[src/rtl/wb_pkg.sv]
// Shared types and default sizing for the Wishbone bus initiator.
package wb_pkg;

    typedef enum logic [1:0] {
        IDLE,
        REQ,
        WAIT_ACK,
        RESP
    } wb_init_state_t;

    localparam int WB_ADDR_W  = 5;
    localparam int WB_DATA_W  = 8;
    localparam int WB_TIMEOUT = 255;

    // Width of the timeout counter; a disabled timeout still keeps one bit.
    function automatic int wb_cnt_width(input int timeout);
        return (timeout < 1) ? 1 : $clog2(timeout + 1);
    endfunction

endpackage

[src/rtl/wb_bus_initiator.sv]
// Single-outstanding Wishbone pipelined initiator: one command in, one bus
// cycle out, one response (read data or timeout error) back.
module wb_bus_initiator
    import wb_pkg::*;
#(
    parameter int ADDR_W  = WB_ADDR_W,
    parameter int DATA_W  = WB_DATA_W,
    parameter int TIMEOUT = WB_TIMEOUT
) (
    input  logic              wb_clk_i,
    input  logic              wb_reset_n_i,
    input  logic              req_valid_i,
    output logic              req_ready_o,
    input  logic              req_write_i,
    input  logic [ADDR_W-1:0] req_addr_i,
    input  logic [DATA_W-1:0] req_data_i,
    output logic              rsp_valid_o,
    input  logic              rsp_ready_i,
    output logic [DATA_W-1:0] rsp_data_o,
    output logic              rsp_err_o,
    output logic              wb_cyc_o,
    output logic              wb_strobe_o,
    output logic              wb_write_o,
    output logic [ADDR_W-1:0] wb_addr_o,
    output logic [DATA_W-1:0] wb_data_o,
    input  logic [DATA_W-1:0] wb_data_i,
    input  logic              wb_ack_i,
    input  logic              wb_stall_i
);

    localparam int              CNT_W   = wb_cnt_width(TIMEOUT);
    localparam bit              TO_EN   = (TIMEOUT != 0);
    localparam logic [CNT_W-1:0] TO_LAST = CNT_W'((TIMEOUT == 0) ? 0 : TIMEOUT - 1);

    wb_init_state_t    state_reg;
    logic [CNT_W-1:0]  cnt_reg;
    logic [DATA_W-1:0] rsp_data_reg;
    logic              rsp_err_reg;
    logic              write_reg;
    logic [ADDR_W-1:0] addr_reg;
    logic [DATA_W-1:0] data_reg;
    logic              timeout_hit;

    assign timeout_hit = TO_EN && (cnt_reg == TO_LAST);

    always_ff @(posedge wb_clk_i or negedge wb_reset_n_i) begin
        if (!wb_reset_n_i) begin
            state_reg    <= IDLE;
            cnt_reg      <= '0;
            rsp_data_reg <= '0;
            rsp_err_reg  <= 1'b0;
            write_reg    <= 1'b0;
            addr_reg     <= '0;
            data_reg     <= '0;
        end else begin
            case (state_reg)
                IDLE: begin
                    if (req_valid_i) begin
                        write_reg <= req_write_i;
                        addr_reg  <= req_addr_i;
                        data_reg  <= req_data_i;
                        cnt_reg   <= '0;
                        state_reg <= REQ;
                    end
                end
                REQ: begin
                    cnt_reg <= cnt_reg + 1'b1;
                    // A stalled strobe can still expire; expiry beats acceptance.
                    if (timeout_hit) begin
                        rsp_data_reg <= '0;
                        rsp_err_reg  <= 1'b1;
                        state_reg    <= RESP;
                    end else if (!wb_stall_i) begin
                        state_reg <= WAIT_ACK;
                    end
                end
                WAIT_ACK: begin
                    cnt_reg <= cnt_reg + 1'b1;
                    if (wb_ack_i) begin
                        rsp_data_reg <= write_reg ? '0 : wb_data_i;
                        rsp_err_reg  <= 1'b0;
                        state_reg    <= RESP;
                    end else if (timeout_hit) begin
                        rsp_data_reg <= '0;
                        rsp_err_reg  <= 1'b1;
                        state_reg    <= RESP;
                    end
                end
                RESP: begin
                    if (rsp_ready_i) begin
                        state_reg <= IDLE;
                    end
                end
                default: state_reg <= IDLE;
            endcase
        end
    end

    // Handshake and bus-cycle strobes are pure state decodes so reset drops them at once.
    assign req_ready_o = (state_reg == IDLE);
    assign rsp_valid_o = (state_reg == RESP);
    assign wb_cyc_o    = (state_reg == REQ) || (state_reg == WAIT_ACK);
    assign wb_strobe_o = (state_reg == REQ);
    assign wb_write_o  = write_reg;
    assign wb_addr_o   = addr_reg;
    assign wb_data_o   = data_reg;
    assign rsp_data_o  = rsp_data_reg;
    assign rsp_err_o   = rsp_err_reg;

endmodule

[config.mk]
export PLATFORM = sky130hd
export DESIGN_NAME = wb_bus_initiator
export DESIGN_NICKNAME = d
export VERILOG_FILES = /design/src/rtl/wb_pkg.sv /design/src/rtl/wb_bus_initiator.sv
export SDC_FILE = /design/constraint.sdc
export NUM_CORES = 1
export LEC_CHECK = 0
export BUFFER_PORTS_ARGS = -buffer_cell sky130_fd_sc_hd__buf_2
export CAP_MARGIN = 20
export CORE_UTILIZATION = 45
export DETAILED_ROUTE_END_ITERATION = 8
export GPL_ROUTABILITY_DRIVEN = 1
export GPL_TIMING_DRIVEN = 0
export PLACE_DENSITY_LB_ADDON = 0.08
export SETUP_SLACK_MARGIN = 0.5
export SYNTH_ARGS = -nofsm -noshare
export SYNTH_HDL_FRONTEND = slang
export SYNTH_SLANG_ARGS = --single-unit
[constraint.sdc]
create_clock -name wb_clk_i -period 4.7 [get_ports wb_clk_i]
set_clock_uncertainty 0.05 [all_clocks]
set_input_delay 0.235 -clock wb_clk_i [delete_from_list [all_inputs] [get_ports wb_clk_i]]
set_output_delay 0.235 -clock wb_clk_i [all_outputs]
set_load 0.005 [all_outputs]
# After elaboration in Yosys (flattened, before gate mapping)
# Cells that the tools add are included.
# totals
inputBits,28
elab_cells,40
output_inout_bits,27
regBits,33
# classes
n_mux,16
n_eq_ne,8
n_addsub,1
n_reduce_logical,8
# op_table
op,count
$mux W8,4
$pmux W8 S2,2
$mux W2,6
$add A8 B1 Y8 const B,1
$eq A8 B8 Y1 const B,1
$pmux W2 S4,1
$eq A2 B2 Y1 const B,2
$reduce_and A2 Y1,2
$reduce_and A4 Y1,1
$reduce_bool A2 Y1,2
$ne A3 B2 Y1 const B,1
$ne A3 B3 Y1 const B,1
$eq A2 B1 Y1 const B,1
$logic_not A2 Y1,1
$mux W1,2
$ne A2 B1 Y1 const B,1
$ne A2 B2 Y1 const B,1
$pmux W1 S2,1
$reduce_or A2 Y1,1
$logic_or A1 B1 Y1,1

# Logic depth before layout (Yosys ltp)
# depth
ltp_word,4
mapped_depth,6
ltp_nobuf,6

# Least setup slack after synthesis
# No wires, ideal clock.
# synth_timing
path_type,reg-to-reg
startpoint,register state_reg[0]
endpoint,register state_reg[1]
setup_time_ps,128
synth_period_minus_slack_ps,1676
slack_ps,3024
arrival_time_ps,1499
path_buffers,0
required_ps,4522
path_stages_with_launch,7
cell_sequence,dfrtp_1 > inv_1 > ha_1 > nor2b_2 > a21oi_1 > o21a_1 > mux2_1
# synth_via
elab_chain_len,3
elab_cells_between_ends,10
classes_between,eq/ne: 7; mux: 1; reduce/logical: 2
# synth_rtl
item,line_no,text
"start, declared",wb_bus_initiator.sv:35,wb_init_state_t state_reg;
"start signal, assigned",wb_bus_initiator.sv:48,state_reg <= IDLE;
"start signal, assigned",wb_bus_initiator.sv:63,state_reg <= REQ;
"start signal, assigned",wb_bus_initiator.sv:72,state_reg <= RESP;
$logic_not A2 Y1 *,-,
net req_ready_o,wb_bus_initiator.sv:13,"output logic req_ready_o,"
$ne A2 B2 Y1 (no source line),-,
$reduce_and A4 Y1 (no source line),-,
# The timed path passes the listed nets; every way through them passes the cells marked *.
# A chain may end at the register's enable or synchronous reset.

# Final worst setup path
# layout_timing
startpoint,register state_reg[0]
endpoint,register cnt_reg[5]
# layout_via
elab_chain_len,4
elab_cells_between_ends,8
classes_between,eq/ne: 3; mux: 1; reduce/logical: 4
# layout_rtl
item,line_no,text
$eq A2 B1 Y1 / $eq A2 B2 Y1 (equally long branches),wb_bus_initiator.sv:56,case (state_reg)
$reduce_or A2 Y1 (no source line),-,
$reduce_bool A2 Y1 (no source line),-,
$reduce_and A2 Y1 (no source line),-,
"end signal, assigned",wb_bus_initiator.sv:67,cnt_reg <= cnt_reg + 1'b1;
"end signal, assigned",wb_bus_initiator.sv:78,cnt_reg <= cnt_reg + 1'b1;
"end, declared",wb_bus_initiator.sv:36,logic [CNT_W-1:0] cnt_reg;
# Several ways; a longest one is shown, not always the timed one.

==> impl_metrics.toml <==
[outcome]
status = "finished clean"

[flow_run]
maxCapViolCount = 0

[routing]
drtIter0Drc = 46
route.detailed.drc = 0
antenna_left = 0
vias = 1150
dr.pass1.iters = 4
drt-total-wl_um = 2750
drt-wirelength-per-cell_um = 12.0
via_per_inst = 5.00

[logic_synthesis]
syn_area_per_cell_um2 = 12.2
syn-num-nets = 158
synth-main-ff-cell = "dfrtp_1"
yosys_warnings = 0
syn_area_mm2 = 0.00150
synth_cells = 123
synth-seq-area-share_pct = 55.1
synth_edf_count = 0
synth_cell_types = 30
ys_async_sr_fraction_pct = 100
synth_seq_cells = 33

[die]
fp.dieH_um = 59.7
die_w_um = 59.7
rows = 20
io_pins = 55
initial_utilization_pct = 48.3
core-area_mm2 = 0.00310
dieArea_mm2 = 0.00357

[clocking]
htreeDepth = 2
path_clk_slew_ns = 0.10
cts_made_buffers = 5
cts_setup_buffers = 0
cts_tree = "done"
clock_sinks = 33
cts.path.max_buffers = 2
clk_latency_ns = 0.33
cts_root_buf = "clkbuf_4"
cts_resized = 0

[sta]
worstMarginPinSlew_ns = 0.706
fin_crit_ns = 1.88
finalWorstSetupSlack_ns = 2.82
setup_viol = 0
final_max_slew_viol_count = 0
hold_viol_final = 0
rsz0062_at_grt = "false"
finalSetupTns_ns = 0
fin_crit_sh_pct = 40.1
relSlewSlack_pct = 52.9
fin_hold_ws_ns = 0.0705
max_freq_ghz = 0.531

[global_route]
use_met1_pct = 23.0
met2_usage_pct = 27.5
grt_pass1_wl_um = 4650
use_met3_pct = 6.93
grt_max_degree = 34
track_usage_pct = 18.1
antenna_found_initial = 0
busiest_layer = "met2"
globalRouteOverflowTotal = 0
grt_pass1_vias = 1067

[layout]
drive_gt1_share_pct = 42.5
area_growth_pct = 25.8
final_nets = 220
diodes = 0
final_cells = 230
fin_util_pct = 60.8
final_area_mm2 = 0.00189

[power_and_ir_drop]
totalPowerFinal_mw = 1.16
peakVddDrop_mv = 0.264
p_leak_nw = 0.959
powerDensity_mw_per_mm2 = 617

[place]
dp_cells = 221
placed_cell_area_mm2 = 0.00182
numPortBuffers = 54
post-place-ws_ns = 2.83
globalplace.congestion = 0.750
dp_hpwl_um = 2110

[setup_path]
path_max_fanout = 7
end_kind = "register"
worstPathRequired_ns = 4.87
crit_type = "reg2reg"
arrival_ns = 2.05
cp-start-kind = "register"

[min_path]
worstHoldPathType = "in2reg"
report_power, final:
| part | total [mW] | internal [mW] | switching [mW] |
|---|---|---|---|
| Sequential | 0.487 | 0.407 | 0.0804 |
| Clock | 0.148 | 0.0569 | 0.0912 |
| Combinational | 0.528 | 0.272 | 0.256 |
| Total | 1.16 | 0.736 | 0.427 |
cell usage after synthesis, types with 2 or more instances:
cell     instances  area [um2]
a21oi_1          5        25.0
a22o_1          11        96.3
a32oi_1          2        17.5
dfrtp_1         33         826
ha_1             7        87.6
inv_1            6        22.5
mux2_2          14         158
mux2i_1          2        20.0
nand2_1          7        26.3
nand3_1          4        20.0
nor2_1           5        18.8
nor3_1           3        15.0
o21ai_0          5        25.0
xnor2_1          3        26.3
critical path: stages, from the launching register on:
cell	delay, ns
dfrtp_1	0.42
inv_1	0.15
ha_1	0.29
mux2i_1	0.51
nor3_1	0.13
xnor2_1	0.18
nor2_1	0.06
timing repair:
item	4_1_cts	5_1_grt
hold buffers	1	0
hold endpoints to repair	33	0
setup endpoints to repair	0	0
worst paths after layout:
kind / from / endpoint / slack (ns) / cells past startpoint
max in group asynchronous: wb_reset_n_i / rsp_data_o[4] / 3.71 / 2
worst max register to register: state_reg[0] / cnt_reg[5] / 2.82 / 6
worst min register to register: wb_data_o[6] / wb_data_o[6] / 0.46 / 1
min in group asynchronous: wb_reset_n_i / cnt_reg[4] / 0.43 / 2
worst min-delay path: wb_data_i[0] / rsp_data_o[0] / 0.07 / 2
worst max-delay path: state_reg[0] / cnt_reg[5] / 2.82 / 6
cell usage in the layout (no fill, tap or decap), drive strengths merged:
cell type / count
a22o: 11
dfrtp: 33
and2: 1
nand3: 4
nor2: 6
ha: 7
o221ai: 1
inv: 6
nor2b: 1
a21o: 1
or4: 1
mux2i: 2
o21a: 1
or3: 1
dlygate4sd3: 1
nand3b: 1
a22oi: 1
nand2: 7
nor3: 3
nand4: 1
xnor2: 3
clkinv: 2
buf: 55
o21ai: 6
nand2b: 1
a21oi: 5
clkbuf: 7
a32oi: 2
mux2: 15
metal layers:
layer,part of all wire [%],wire length (um),vias up
met4,1.7,46,0
met2,47,1300,36
met1,45,1240,538
met5,0,0,-
li1,-,-,569
met3,5.9,163,7
cell type report:
cell class / count / area [um2]
Sequential cell: 33 / 826
Timing Repair Buffer: 55 / 280
Inverter: 6 / 22.5
Fill cell: 290 / 1220
Buffer: 2 / 8.76
Tap cell: 44 / 55.1
Clock inverter: 2 / 10.0
Multi-Input combinational cell: 82 / 642
Clock buffer: 6 / 41.3
cell families after synthesis:
| family | Yosys count | share of synthesized area, % |
|---|---|---|
| compound gates | 28 | 13.6 |
| xor+xnor | 3 | 1.75 |
| fa+ha+maj | 7 | 5.84 |
| buf+inv | 8 | 2.09 |
| flops | 33 | 55.1 |
| mux | 17 | 12.6 |
| simple gates | 27 | 9.02 |
Power figures use the tool's default switching activity.
